==> src/rtl/ccff_pkg.sv <==
// Shared types and elaboration-time helpers for the configuration chain loader.
package ccff_pkg;

  typedef enum logic [1:0] {
    S_IDLE   = 2'd0,
    S_LOAD   = 2'd1,
    S_VERIFY = 2'd2,
    S_DONE   = 2'd3
  } state_e;

  function automatic int cnt_width(input int chain_len);
    return $clog2(chain_len + 1);
  endfunction

  function automatic int words_per_pass(input int chain_len, input int word_w);
    return (chain_len + word_w - 1) / word_w;
  endfunction

  // Bits of the final word of a pass that actually reach the chain.
  function automatic int last_word_bits(input int chain_len, input int word_w);
    int rem_bits;
    rem_bits = chain_len % word_w;
    return (rem_bits == 0) ? word_w : rem_bits;
  endfunction

endpackage

==> src/rtl/ccff_word_serializer.sv <==
// Word buffer and MSB-first shifter feeding the chain head; tracks word position
// within a pass so the final word is truncated and nothing is taken after the last pass.
module ccff_word_serializer
  import ccff_pkg::*;
#(
  parameter int CHAIN_LEN = 1024,
  parameter int WORD_W    = 32
) (
  input  logic              clk,
  input  logic              rst,
  input  logic              en,
  input  logic              clear,
  input  logic              two_pass,
  input  logic [WORD_W-1:0] s_data,
  input  logic              s_valid,
  output logic              s_ready,
  output logic              head_o,
  output logic              shift_en_o
);

  localparam int NWORDS    = words_per_pass(CHAIN_LEN, WORD_W);
  localparam int LAST_BITS = last_word_bits(CHAIN_LEN, WORD_W);
  localparam int WCW       = $clog2(NWORDS + 1);
  localparam int RW        = $clog2(WORD_W);
  localparam logic [RW-1:0]  REM_FULL = RW'(WORD_W - 1);
  localparam logic [RW-1:0]  REM_LAST = RW'(LAST_BITS - 1);
  localparam logic [WCW-1:0] WLAST    = WCW'(NWORDS - 1);

  logic [WORD_W-1:0] buf_q, buf_d;
  logic [RW-1:0]     rem_q, rem_d;
  logic [WCW-1:0]    word_cnt_q, word_cnt_d;
  logic              pass_q, pass_d;
  logic              stop_q, stop_d;
  logic              head_q, head_d;
  logic              shift_q, shift_d;
  logic              xfer_s;

  // rem_q counts bits still waiting in buf_q; when it is zero the head register
  // holds the last used bit, so a new word can be taken without a bubble.
  assign s_ready    = en && (rem_q == {RW{1'b0}}) && !stop_q;
  assign xfer_s     = s_ready && s_valid;
  assign head_o     = head_q;
  assign shift_en_o = shift_q;

  // Next-state for buffer, bit index, pass tracking and the head/shift registers
  always_comb begin
    buf_d      = buf_q;
    rem_d      = rem_q;
    word_cnt_d = word_cnt_q;
    pass_d     = pass_q;
    stop_d     = stop_q;
    head_d     = head_q;
    shift_d    = 1'b0;
    if (clear) begin
      rem_d      = {RW{1'b0}};
      word_cnt_d = {WCW{1'b0}};
      pass_d     = 1'b0;
      stop_d     = 1'b0;
    end else if (xfer_s) begin
      head_d  = s_data[WORD_W-1];
      buf_d   = s_data << 1;
      shift_d = 1'b1;
      if (word_cnt_q == WLAST) begin
        rem_d      = REM_LAST;
        word_cnt_d = {WCW{1'b0}};
        if (pass_q || !two_pass) begin
          stop_d = 1'b1;
        end else begin
          pass_d = 1'b1;
        end
      end else begin
        rem_d      = REM_FULL;
        word_cnt_d = word_cnt_q + WCW'(1);
      end
    end else if (rem_q != {RW{1'b0}}) begin
      head_d  = buf_q[WORD_W-1];
      buf_d   = buf_q << 1;
      rem_d   = rem_q - RW'(1);
      shift_d = 1'b1;
    end else begin
      shift_d = 1'b0;
    end
  end

  // Serializer state registers
  always_ff @(posedge clk) begin
    if (rst) begin
      buf_q      <= {WORD_W{1'b0}};
      rem_q      <= {RW{1'b0}};
      word_cnt_q <= {WCW{1'b0}};
      pass_q     <= 1'b0;
      stop_q     <= 1'b0;
      head_q     <= 1'b0;
      shift_q    <= 1'b0;
    end else begin
      buf_q      <= buf_d;
      rem_q      <= rem_d;
      word_cnt_q <= word_cnt_d;
      pass_q     <= pass_d;
      stop_q     <= stop_d;
      head_q     <= head_d;
      shift_q    <= shift_d;
    end
  end

endmodule

==> src/rtl/ccff_chain_loader.sv <==
// Configuration chain master: load FSM, per-pass bit counter, readback compare
// against the chain tail and IO isolation control.
module ccff_chain_loader
  import ccff_pkg::*;
#(
  parameter int CHAIN_LEN = 1024,
  parameter int WORD_W    = 32
) (
  input  logic              prog_clk,
  input  logic              pReset,
  input  logic              start,
  input  logic              verify_en,
  input  logic [WORD_W-1:0] s_data,
  input  logic              s_valid,
  output logic              s_ready,
  output logic              ccff_head,
  output logic              ccff_shift_en,
  input  logic              ccff_tail,
  output logic              IO_ISOL_N,
  output logic              busy,
  output logic              done,
  output logic              error
);

  localparam int CW = cnt_width(CHAIN_LEN);
  localparam logic [CW-1:0] CNT_LAST = CW'(CHAIN_LEN - 1);

  state_e        state_q, state_d;
  logic [CW-1:0] bit_cnt_q, bit_cnt_d;
  logic          verify_q, verify_d;
  logic          busy_q, busy_d;
  logic          done_q, done_d;
  logic          error_q, error_d;
  logic          isol_q, isol_d;
  logic          clear_s;
  logic          last_shift_s;
  logic          mismatch_s;

  ccff_word_serializer #(
    .CHAIN_LEN (CHAIN_LEN),
    .WORD_W    (WORD_W)
  ) u_ser (
    .clk        (prog_clk),
    .rst        (pReset),
    .en         (busy_q),
    .clear      (clear_s),
    .two_pass   (verify_q),
    .s_data     (s_data),
    .s_valid    (s_valid),
    .s_ready    (s_ready),
    .head_o     (ccff_head),
    .shift_en_o (ccff_shift_en)
  );

  assign busy      = busy_q;
  assign done      = done_q;
  assign error     = error_q;
  assign IO_ISOL_N = isol_q;

  // FSM next-state, pass bit counter and readback compare
  always_comb begin
    state_d   = state_q;
    bit_cnt_d = bit_cnt_q;
    verify_d  = verify_q;
    done_d    = done_q;
    error_d   = error_q;
    isol_d    = isol_q;
    clear_s   = 1'b0;
    // The tail bit now leaving the chain entered it exactly CHAIN_LEN shifts ago.
    mismatch_s   = ccff_tail ^ ccff_head;
    last_shift_s = ccff_shift_en && (bit_cnt_q == CNT_LAST);
    case (state_q)
      S_IDLE, S_DONE: begin
        if (start) begin
          state_d   = S_LOAD;
          verify_d  = verify_en;
          bit_cnt_d = {CW{1'b0}};
          done_d    = 1'b0;
          error_d   = 1'b0;
          isol_d    = 1'b0;
          clear_s   = 1'b1;
        end else begin
          state_d = state_q;
        end
      end
      S_LOAD: begin
        if (last_shift_s) begin
          bit_cnt_d = {CW{1'b0}};
          if (verify_q) begin
            state_d = S_VERIFY;
          end else begin
            state_d = S_DONE;
            done_d  = 1'b1;
            isol_d  = ~error_q;
          end
        end else if (ccff_shift_en) begin
          bit_cnt_d = bit_cnt_q + CW'(1);
        end else begin
          bit_cnt_d = bit_cnt_q;
        end
      end
      S_VERIFY: begin
        if (ccff_shift_en) begin
          error_d = error_q | mismatch_s;
        end else begin
          error_d = error_q;
        end
        if (last_shift_s) begin
          bit_cnt_d = {CW{1'b0}};
          state_d   = S_DONE;
          done_d    = 1'b1;
          isol_d    = ~(error_q | mismatch_s);
        end else if (ccff_shift_en) begin
          bit_cnt_d = bit_cnt_q + CW'(1);
        end else begin
          bit_cnt_d = bit_cnt_q;
        end
      end
      default: begin
        state_d = S_IDLE;
      end
    endcase
    busy_d = (state_d == S_LOAD) || (state_d == S_VERIFY);
  end

  // Control and status registers
  always_ff @(posedge prog_clk) begin
    if (pReset) begin
      state_q   <= S_IDLE;
      bit_cnt_q <= {CW{1'b0}};
      verify_q  <= 1'b0;
      busy_q    <= 1'b0;
      done_q    <= 1'b0;
      error_q   <= 1'b0;
      isol_q    <= 1'b0;
    end else begin
      state_q   <= state_d;
      bit_cnt_q <= bit_cnt_d;
      verify_q  <= verify_d;
      busy_q    <= busy_d;
      done_q    <= done_d;
      error_q   <= error_d;
      isol_q    <= isol_d;
    end
  end

endmodule

==> config.mk <==
export PLATFORM = sky130hd
export DESIGN_NAME = ccff_chain_loader
export DESIGN_NICKNAME = d
export VERILOG_FILES = /design/src/rtl/ccff_pkg.sv /design/src/rtl/ccff_word_serializer.sv /design/src/rtl/ccff_chain_loader.sv
export SDC_FILE = /design/constraint.sdc
export NUM_CORES = 1
export LEC_CHECK = 0
export CELL_PAD_IN_SITES_DETAIL_PLACEMENT = 1
export CELL_PAD_IN_SITES_GLOBAL_PLACEMENT = 1
export CORE_UTILIZATION = 35
export CTS_CLUSTER_DIAMETER = 60
export DETAILED_ROUTE_END_ITERATION = 10
export GPL_ROUTABILITY_DRIVEN = 0
export HOLD_SLACK_MARGIN = 0.02
export MAX_ROUTING_LAYER = met4
export PLACE_DENSITY = 0.71
export SETUP_SLACK_MARGIN = 0.05
export SKIP_CTS_REPAIR_TIMING = 1
export SYNTH_ARGS = -nofsm -noshare
export SYNTH_HDL_FRONTEND = slang
export SYNTH_SLANG_ARGS = --single-unit
export TNS_END_PERCENT = 10
==> constraint.sdc <==
create_clock -name prog_clk -period 2.5 [get_ports prog_clk]
set_input_delay 0.625 -clock prog_clk [delete_from_list [all_inputs] [get_ports prog_clk]]
set_output_delay 0.625 -clock prog_clk [all_outputs]
set_load 0.01 [all_outputs]
# == Word-level counts from Yosys, hierarchy flattened ==
# Cells that the tools add are included.
# word_totals
register_bits,65
latch_bits,0
ram_bits,0
romBits,0
input_bits,38
output_inout_bits,7
wordCells,90
memories,0
# classes
addsub,3
n_mul,0
div,0
n_lt_le_gt_ge,0
n_eq_ne,13
shift,0
mux,31
bitwise,6
n_reduce_logical,23
# op_table
operator,count
$mux 32,2
$mux 11,3
$pmux 11 s2,1
$mux 1,15
$add 11x1->11 const B,1
$eq 11x10->1 const B,1
$mux 5,2
$reduce_and 3->1,3
$ne 2x2->1 const B,4
$add 6x1->6 const B,1
$eq 2x2->1 const B,3
$eq 6x5->1 const B,1
$mux 2,3
$mux 6,1
$pmux 1 s3,2
$pmux 2 s3,1
$reduce_and 2->1,3
$reduce_or 2->1,3
$logic_not 5->1,1
$reduce_bool 5->1,1
$sub 5x1->5 const B,1
$eq 2x1->1 const B,2
$logic_and 1x1->1,4
$not 1->1,4
other kinds (10),13

# == Logic depth before layout (Yosys ltp) ==
# Gate-level depths: netlist of run 1.
# logic_depth
word_depth,6
depth_mapped,9
mapped_depth_nobuf,7

# == Modules after synthesis ==
# A second synthesis of run 1 with hierarchy kept.
# hier_totals
cells_unflattened,377
hier_area_um2,3606.0
# by_module_without_submodules
module,n_inst,cells_each,area_each_um2,seq_area_each_um2
ccff_word_serializer,1,264,2613.8,920.9
ccff_chain_loader,1,113,992.2,360.3

# == Least setup slack after synthesis of run 1 ==
# Ideal clock, no wire load.
# synth_timing
kind,reg-to-output
start,reg u_ser.rem_q[0]
end,out s_ready
arrival_ns,1.445
required_time_ns,1.875
path_slack_ns,0.430
path_stages_with_launch,6
path_buffers,1
cell_sequence,dfxtp_1 inv_1 ha_1 or4b_1 buf_2 nor3b_1
# synth_via
elab_chain_len,3
# synth_lines
element,line_no,text
start: declaration,ccff_word_serializer.sv:30,"logic [RW-1:0] rem_q, rem_d;"
start signal: assignment,ccff_word_serializer.sv:89,rem_q <= {RW{1'b0}};
start signal: assignment,ccff_word_serializer.sv:97,rem_q <= rem_d;
$logic_not 5->1,ccff_word_serializer.sv:40,assign s_ready = en && (rem_q == {RW{1'b0}}) && !stop_q;
$logic_and 1x1->1 (2 in series),ccff_word_serializer.sv:40,
end: declaration,ccff_chain_loader.sv:15,"output logic s_ready,"
# Every way passes these cells.

# == Worst setup path after layout of run 1 ==
# Same ends and word-level chain as after synthesis.

==> results.toml, run 1 <==
[run_status]
status = "finished, final reports clean"

[pwr]
leakage_nw = 1.37
p_int_mw = 2.55
ir_worst_vdd_uv = 439
p_sw_mw = 1.38
combPwrFrac_pct = 39.4
p_seq_share_pct = 35.4
pwr-share-clk_pct = 25.2
p_sw_share_pct = 35.0
powerDensity_mw_per_mm2 = 1040

[sta]
tightestPinTransition_ps = 435
tns_ps = 0
finalHoldViolCount = 0
final.setup.worst_slack_ps = 162
slew_viol_final = 0
whs_ps = 473
skew_ps = 9.55
setup_viol = 0
rsz0062_at_grt = "false"
max_slew_margin_pct = 70.6
fin_crit_ps = 2340
finalCritPeriodShare_pct = 93.5
fmax_ghz = 0.428

[global_route]
grt_pass1_wl_mm = 12.0
grt_max_degree = 63
overflow = 0
grt_pass1_vias = 2606
antenna_found_initial = 0
globalRouteTotalUtil_pct = 17.9

[placement]
portBuffers = 44
post-place-ws_ps = 64.7
post-dp-hpwl_mm = 4.93
dpl-instance-area_mm2 = 0.00354

[routing]
vias = 2467
wl_per_cell_um = 14.2
drt_iter0_markers = 57
avgViaCountPerCell = 5.16
dr.pass1.iters = 4
drt_wl_total_mm = 6.81
postRouteAntennaNets = 0
drcViolationCount = 0

[worst_setup_path]
path_max_fanout = 4
cp.arrival_ps = 1710
crit_type = "reg2out"
crit_path_end_kind = "output port"
cp-start-kind = "register"
required_ps = 1880

[cells_and_area]
drive_above_1_share_pct = 8.58
nFillCells = 976
num_antenna_cells = 0
nets = 413
final_area_mm2 = 0.00376
syn_to_final_growth_pct = 26.0
finish.utilization_pct = 45.6

[cts]
cts_sinks = 64
cts_max_path_buffers = 2
cts_tree = "done"
cts_buffers = 9
htreeDepth = 3
path_clk_slew_ps = 70
clk-insertion-delay-late_ps = 340
clock-root-buffer = "clkbuf_8"

[floorplan]
start_util_pct = 36.2
dieArea_mm2 = 0.00891
fp.dieW_um = 94.4
pin_count = 45
die_h_um = 94.4
core_mm2 = 0.00826
rows = 33

[synth]
syn_nets = 368
avgSynthCellArea_um2 = 9.22
yosys_warnings = 0
synth_cells = 324
synth_seq_area_share_pct = 42.9
synth.cell_area_mm2 = 0.00299
synth-seq-cells = 64
synth.distinct_cells = 46

[worst_hold_path]
hold_path_class = "reg2reg"

[job]
drv_cap = 0
-- area by class of cell --
class / count / area [µm²] / share of cell area [%]
Timing Repair Buffer: 54 / 548 / 14.6
Sequential cell: 64 / 1280 / 34.0
Inverter: 10 / 37.5 / 0.997
Clock inverter: 3 / 65.1 / 1.73
Multi-Input combinational cell: 230 / 1550 / 41.1
Tap cell: 105 / 131 / 3.49
Clock buffer: 12 / 155 / 4.12
-- cells by family after synthesis --
| logic type | share of synthesized area, % |
|---|---|
| DFF | 42.9 |
| and+or+nand+nor | 19.2 |
| xor gates and xnor gates | 4.69 |
| buffers and inverters | 5.69 |
| AOI/OAI and AO/OA | 13.6 |
| muxes | 11.4 |
| adders and majority gates | 2.51 |
-- flip-flops by register name (all words and copies together), names as in the netlist, 2 cells and up --
| signal | flops |
|---|---|
| u_ser.buf_q | 31 |
| bit_cnt_q | 11 |
| u_ser.word_cnt_q | 6 |
| u_ser.rem_q | 5 |
| state_q | 2 |
-- stage by stage --
step | std cells | power, mW
floorplan | 324 | 2.49
global placement | 463 | 2.88
detailed placement | 463 | 2.95
CTS | 478 | 3.96
global route | 478 | 4.24
finish | 478 | 3.93
-- placed cells by master (no fill, tap or decap), types with 6 or more instances in the layout --
| master | instances |
|---|---|
| a211oi_1 | 34 |
| a21oi_1 | 7 |
| buf_4 | 7 |
| clkbuf_8 | 11 |
| clkdlybuf4s50_1 | 43 |
| dfxtp_1 | 64 |
| ha_1 | 6 |
| inv_1 | 10 |
| mux2i_1 | 33 |
| nand2_1 | 19 |
| nor2_1 | 59 |
| nor3_1 | 7 |
| xor2_1 | 11 |
-- path summary, 6_finish.rpt --
check	start	to	slack, ps	cells after the start
max	u_ser.rem_q[0]$_SDFFE_PP0P_	s_ready	160	5
min	u_ser.pass_q$_SDFFE_PP0P_	u_ser.pass_q$_SDFFE_PP0P_	470	2
max reg2reg	u_ser.rem_q[0]$_SDFFE_PP0P_	u_ser.pass_q$_SDFFE_PP0P_	370	9
min reg2reg	u_ser.pass_q$_SDFFE_PP0P_	u_ser.pass_q$_SDFFE_PP0P_	470	2
-- synthesized netlist by cell type (all sizes together) --
master | n | area, µm²
a211oi | 34 | 255
a21oi | 7 | 35.0
a22oi | 1 | 7.51
a31oi | 2 | 12.5
a32o | 1 | 10.0
a32oi | 1 | 8.76
a41o | 1 | 10.0
and2 | 2 | 12.5
and3 | 5 | 31.3
and4 | 3 | 26.3
and4b | 2 | 23.8
buf | 6 | 60.1
clkbuf | 13 | 60.1
dfxtp | 64 | 1280
dlymetal6s2s | 1 | 12.5
ha | 6 | 75.1
inv | 10 | 37.5
mux2 | 1 | 11.3
mux2i | 33 | 330
nand2 | 19 | 71.3
nand2b | 3 | 18.8
nand3 | 5 | 25.0
nand3b | 1 | 7.51
nand4 | 3 | 18.8
nand4b | 1 | 8.76
nor2 | 60 | 241
nor3 | 7 | 35.0
nor3b | 1 | 7.51
nor4 | 2 | 12.5
nor4b | 1 | 8.76
o21a | 2 | 15.0
o21ai | 2 | 10.0
o21bai | 1 | 7.51
o311a | 1 | 10.0
o31ai | 1 | 7.51
o41ai | 2 | 17.5
or2 | 1 | 6.26
or3 | 1 | 7.51
or4b | 1 | 10.0
xnor2 | 5 | 43.8
xor2 | 11 | 96.3
-- worst max-delay path, cell delays in order, from the launching register on --
cell	delay, ps
dfxtp_1	340
inv_1	90
ha_1	150
or4b_4	470
nor3b_2	180
buf_2	150
-- power by group through the flow --
stage	Combinational (mW)	Clock, mW	Sequential [mW]
finish	1.55	0.990	1.39
global route	1.76	1.06	1.42
CTS	1.55	1.01	1.39
detailed placement	1.54	0	1.41
global placement	1.48	0	1.40
floorplan	1.12	0	1.38
-- routing by layer --
layer / vias up / track usage, % / part of all wire, %
li1: 1240 / - / -
met1: 1182 / 20.1 / 47
met2: 38 / 30.7 / 49
met3: 7 / 4.91 / 3.1
met4: 0 / 5.51 / 1.1
met5: - / - / 0
(Power assumes the default switching activity.)
==> run 2, diff against run 1 <==
Clock period 2.5 ns to 2.68 ns, I/O delays scaled along.
==> run 2 against run 1 <==
  * Sequential power fell by 6%
  * Combinational power fell by 8%
  * Via count fell by 0.57%
  * Sequential share of layout area rose by 0.32 points
  * Critical endpoint unchanged
  * Die area did not move
  * Critical path type unchanged
  * Highest routed layer unchanged
  * Worst hold slack improved by 2.2 ps
  * Register-to-register slack improved by 180 ps
  * Count of clock-buffer cells in the layout fell by 1
==> results.toml, run 2 (same netlist as run 1, synthesis figures left out) <==
[run_status]
status = "finished, final reports clean"

[pwr]
pwr-share-clk_pct = 22.8
p_sw_mw = 1.28
powerDensity_mw_per_mm2 = 945
p_int_mw = 2.24
ir_worst_vdd_uv = 467
leakage_nw = 1.37
power_mw = 3.52
combPwrFrac_pct = 40.3
p_sw_share_pct = 36.4
p_seq_share_pct = 36.8

[floorplan]
core_mm2 = 0.00826
dieArea_mm2 = 0.00891
die_h_um = 94.4
fp.dieW_um = 94.4
start_util_pct = 36.2
rows = 33
pin_count = 45

[worst_setup_path]
crit_path_max_incr_delay_ps = 460
crit_type = "reg2out"
cp-start-kind = "register"
required_ps = 2010
r2r_slack_ps = 550
crit_slowest_cell = "or4b_1"
crit_path_end_kind = "output port"
r2r_cells = 8
path_max_fanout = 4
cp.arrival_ps = 1730
crit_path_start = "u_ser.rem_q[0]$_SDFFE_PP0P_"
reg2reg_to = "u_ser.buf_q[6]$_SDFFE_PP0P_"
path_cells = "inv_1 -> ha_1 -> or4b_1 -> nor3b_1 -> dlymetal6s2s_1"
r2r-start = "u_ser.rem_q[0]$_SDFFE_PP0P_"
crit_end = "s_ready"

[placement]
post-dp-hpwl_mm = 4.98
post-place-ws_ps = 138
dp.cells = 463
portBuffers = 44

[routing]
wl_per_cell_um = 14.4
avgViaCountPerCell = 5.13
dr.pass1.iters = 4
drcViolationCount = 0
drt_wl_total_mm = 6.90
drt_iter0_markers = 84
vias = 2453
postRouteAntennaNets = 0

[sta]
setup_viol = 0
final.setup.worst_slack_ps = 278
tightestPinTransition_ps = 436
finalHoldViolCount = 0
whs_ps = 475
finalCritPeriodShare_pct = 89.6
tns_ps = 0
max_slew_margin_pct = 70.7
fmax_ghz = 0.416
rsz0062_at_grt = "false"
skew_ps = 7.06
fin_crit_ps = 2400
slew_viol_final = 0

[cells_and_area]
nFillCells = 968
top_register = "u_ser.buf_q"
drive_above_1_share_pct = 7.77
final_cell_mix = "64 x dfxtp_1, 59 x nor2_1, 43 x clkdlybuf4s50_1, 34 x a211oi_1, 33 x mux2i_1"
nets = 413
num_antenna_cells = 0
reg_top3 = "u_ser.buf_q (31), bit_cnt_q (11), u_ser.word_cnt_q (6)"
multi_input_area_mm2 = 0.00154
layout.cells.non_filler = 478
largest_register_ffs = 31
seq_area_mm2 = 0.00128
final_common_cell = "dfxtp_1"
syn_to_final_growth_pct = 24.8

[global_route]
antenna_found_initial = 0
overflow = 0
grt_pass1_vias = 2527
grt_pass1_wl_mm = 11.8
globalRouteTotalUtil_pct = 17.8
grt_max_degree = 46

[cts]
cts_sinks = 64
clk-insertion-delay-late_ps = 340
cts_buffers = 9
clock-root-buffer = "clkbuf_8"
cts_tree = "done"
htreeDepth = 3
cts_max_path_buffers = 2
path_clk_slew_ps = 70

[worst_hold_path]
hold_path_class = "reg2reg"

[job]
drv_cap = 0
[run 2: power by group through the flow]
stage / sequential, mW / combinational, mW / clock, mW
CTS: 1.30 / 1.44 / 0.831
global route: 1.33 / 1.61 / 0.875
global placement: 1.31 / 1.36 / 0
detailed placement: 1.32 / 1.43 / 0
finish: 1.30 / 1.42 / 0.804
floorplan: 1.29 / 1.04 / 0
[run 2: worst min-delay path by stage]
stage | to | start | slack, ps | cells past startpoint
floorplan | u_ser.pass_q$_SDFFE_PP0P_ | u_ser.pass_q$_SDFFE_PP0P_ | 430 | 2
global placement | u_ser.pass_q$_SDFFE_PP0P_ | u_ser.pass_q$_SDFFE_PP0P_ | 440 | 2
detailed placement | u_ser.pass_q$_SDFFE_PP0P_ | u_ser.pass_q$_SDFFE_PP0P_ | 470 | 2
CTS | u_ser.pass_q$_SDFFE_PP0P_ | u_ser.pass_q$_SDFFE_PP0P_ | 480 | 2
global route | bit_cnt_q[9]$_SDFFE_PP0P_ | bit_cnt_q[9]$_SDFFE_PP0P_ | 510 | 2
finish | bit_cnt_q[1]$_SDFFE_PP0P_ | bit_cnt_q[1]$_SDFFE_PP0P_ | 480 | 2
[run 2: cell type report]
cell class / instances / area share, %
Clock buffer: 11 / 3.79
Clock inverter: 4 / 1.21
Inverter: 10 / 1.01
Multi-Input combinational cell: 230 / 41.2
Sequential cell: 64 / 34.4
Tap cell: 105 / 3.52
Timing Repair Buffer: 54 / 14.9
[run 2: per-stage QoR]
step | cell area [µm²] | util (%)
global placement | 3540 | 42.9
finish | 3730 | 45.2
global route | 3730 | 45.2
floorplan | 2990 | -
detailed placement | 3540 | 42.9
CTS | 3730 | 45.1
[run 2: critical path: cells and delay by family, from the launching register on]
| family | cells | cell delay (ps) |
|---|---|---|
| simple gates | 2 | 660 |
| flops | 1 | 330 |
| buf+inv | 2 | 260 |
| fa+ha+maj | 1 | 160 |
[run 2: metal layers]
metal	up-vias	GRT usage (%)	wire (µm)
met3	13	3.14	170
met4	0	8.08	120
met2	40	28.7	3280
met1	1166	21.6	3320
met5	-	-	0
li1	1234	-	-
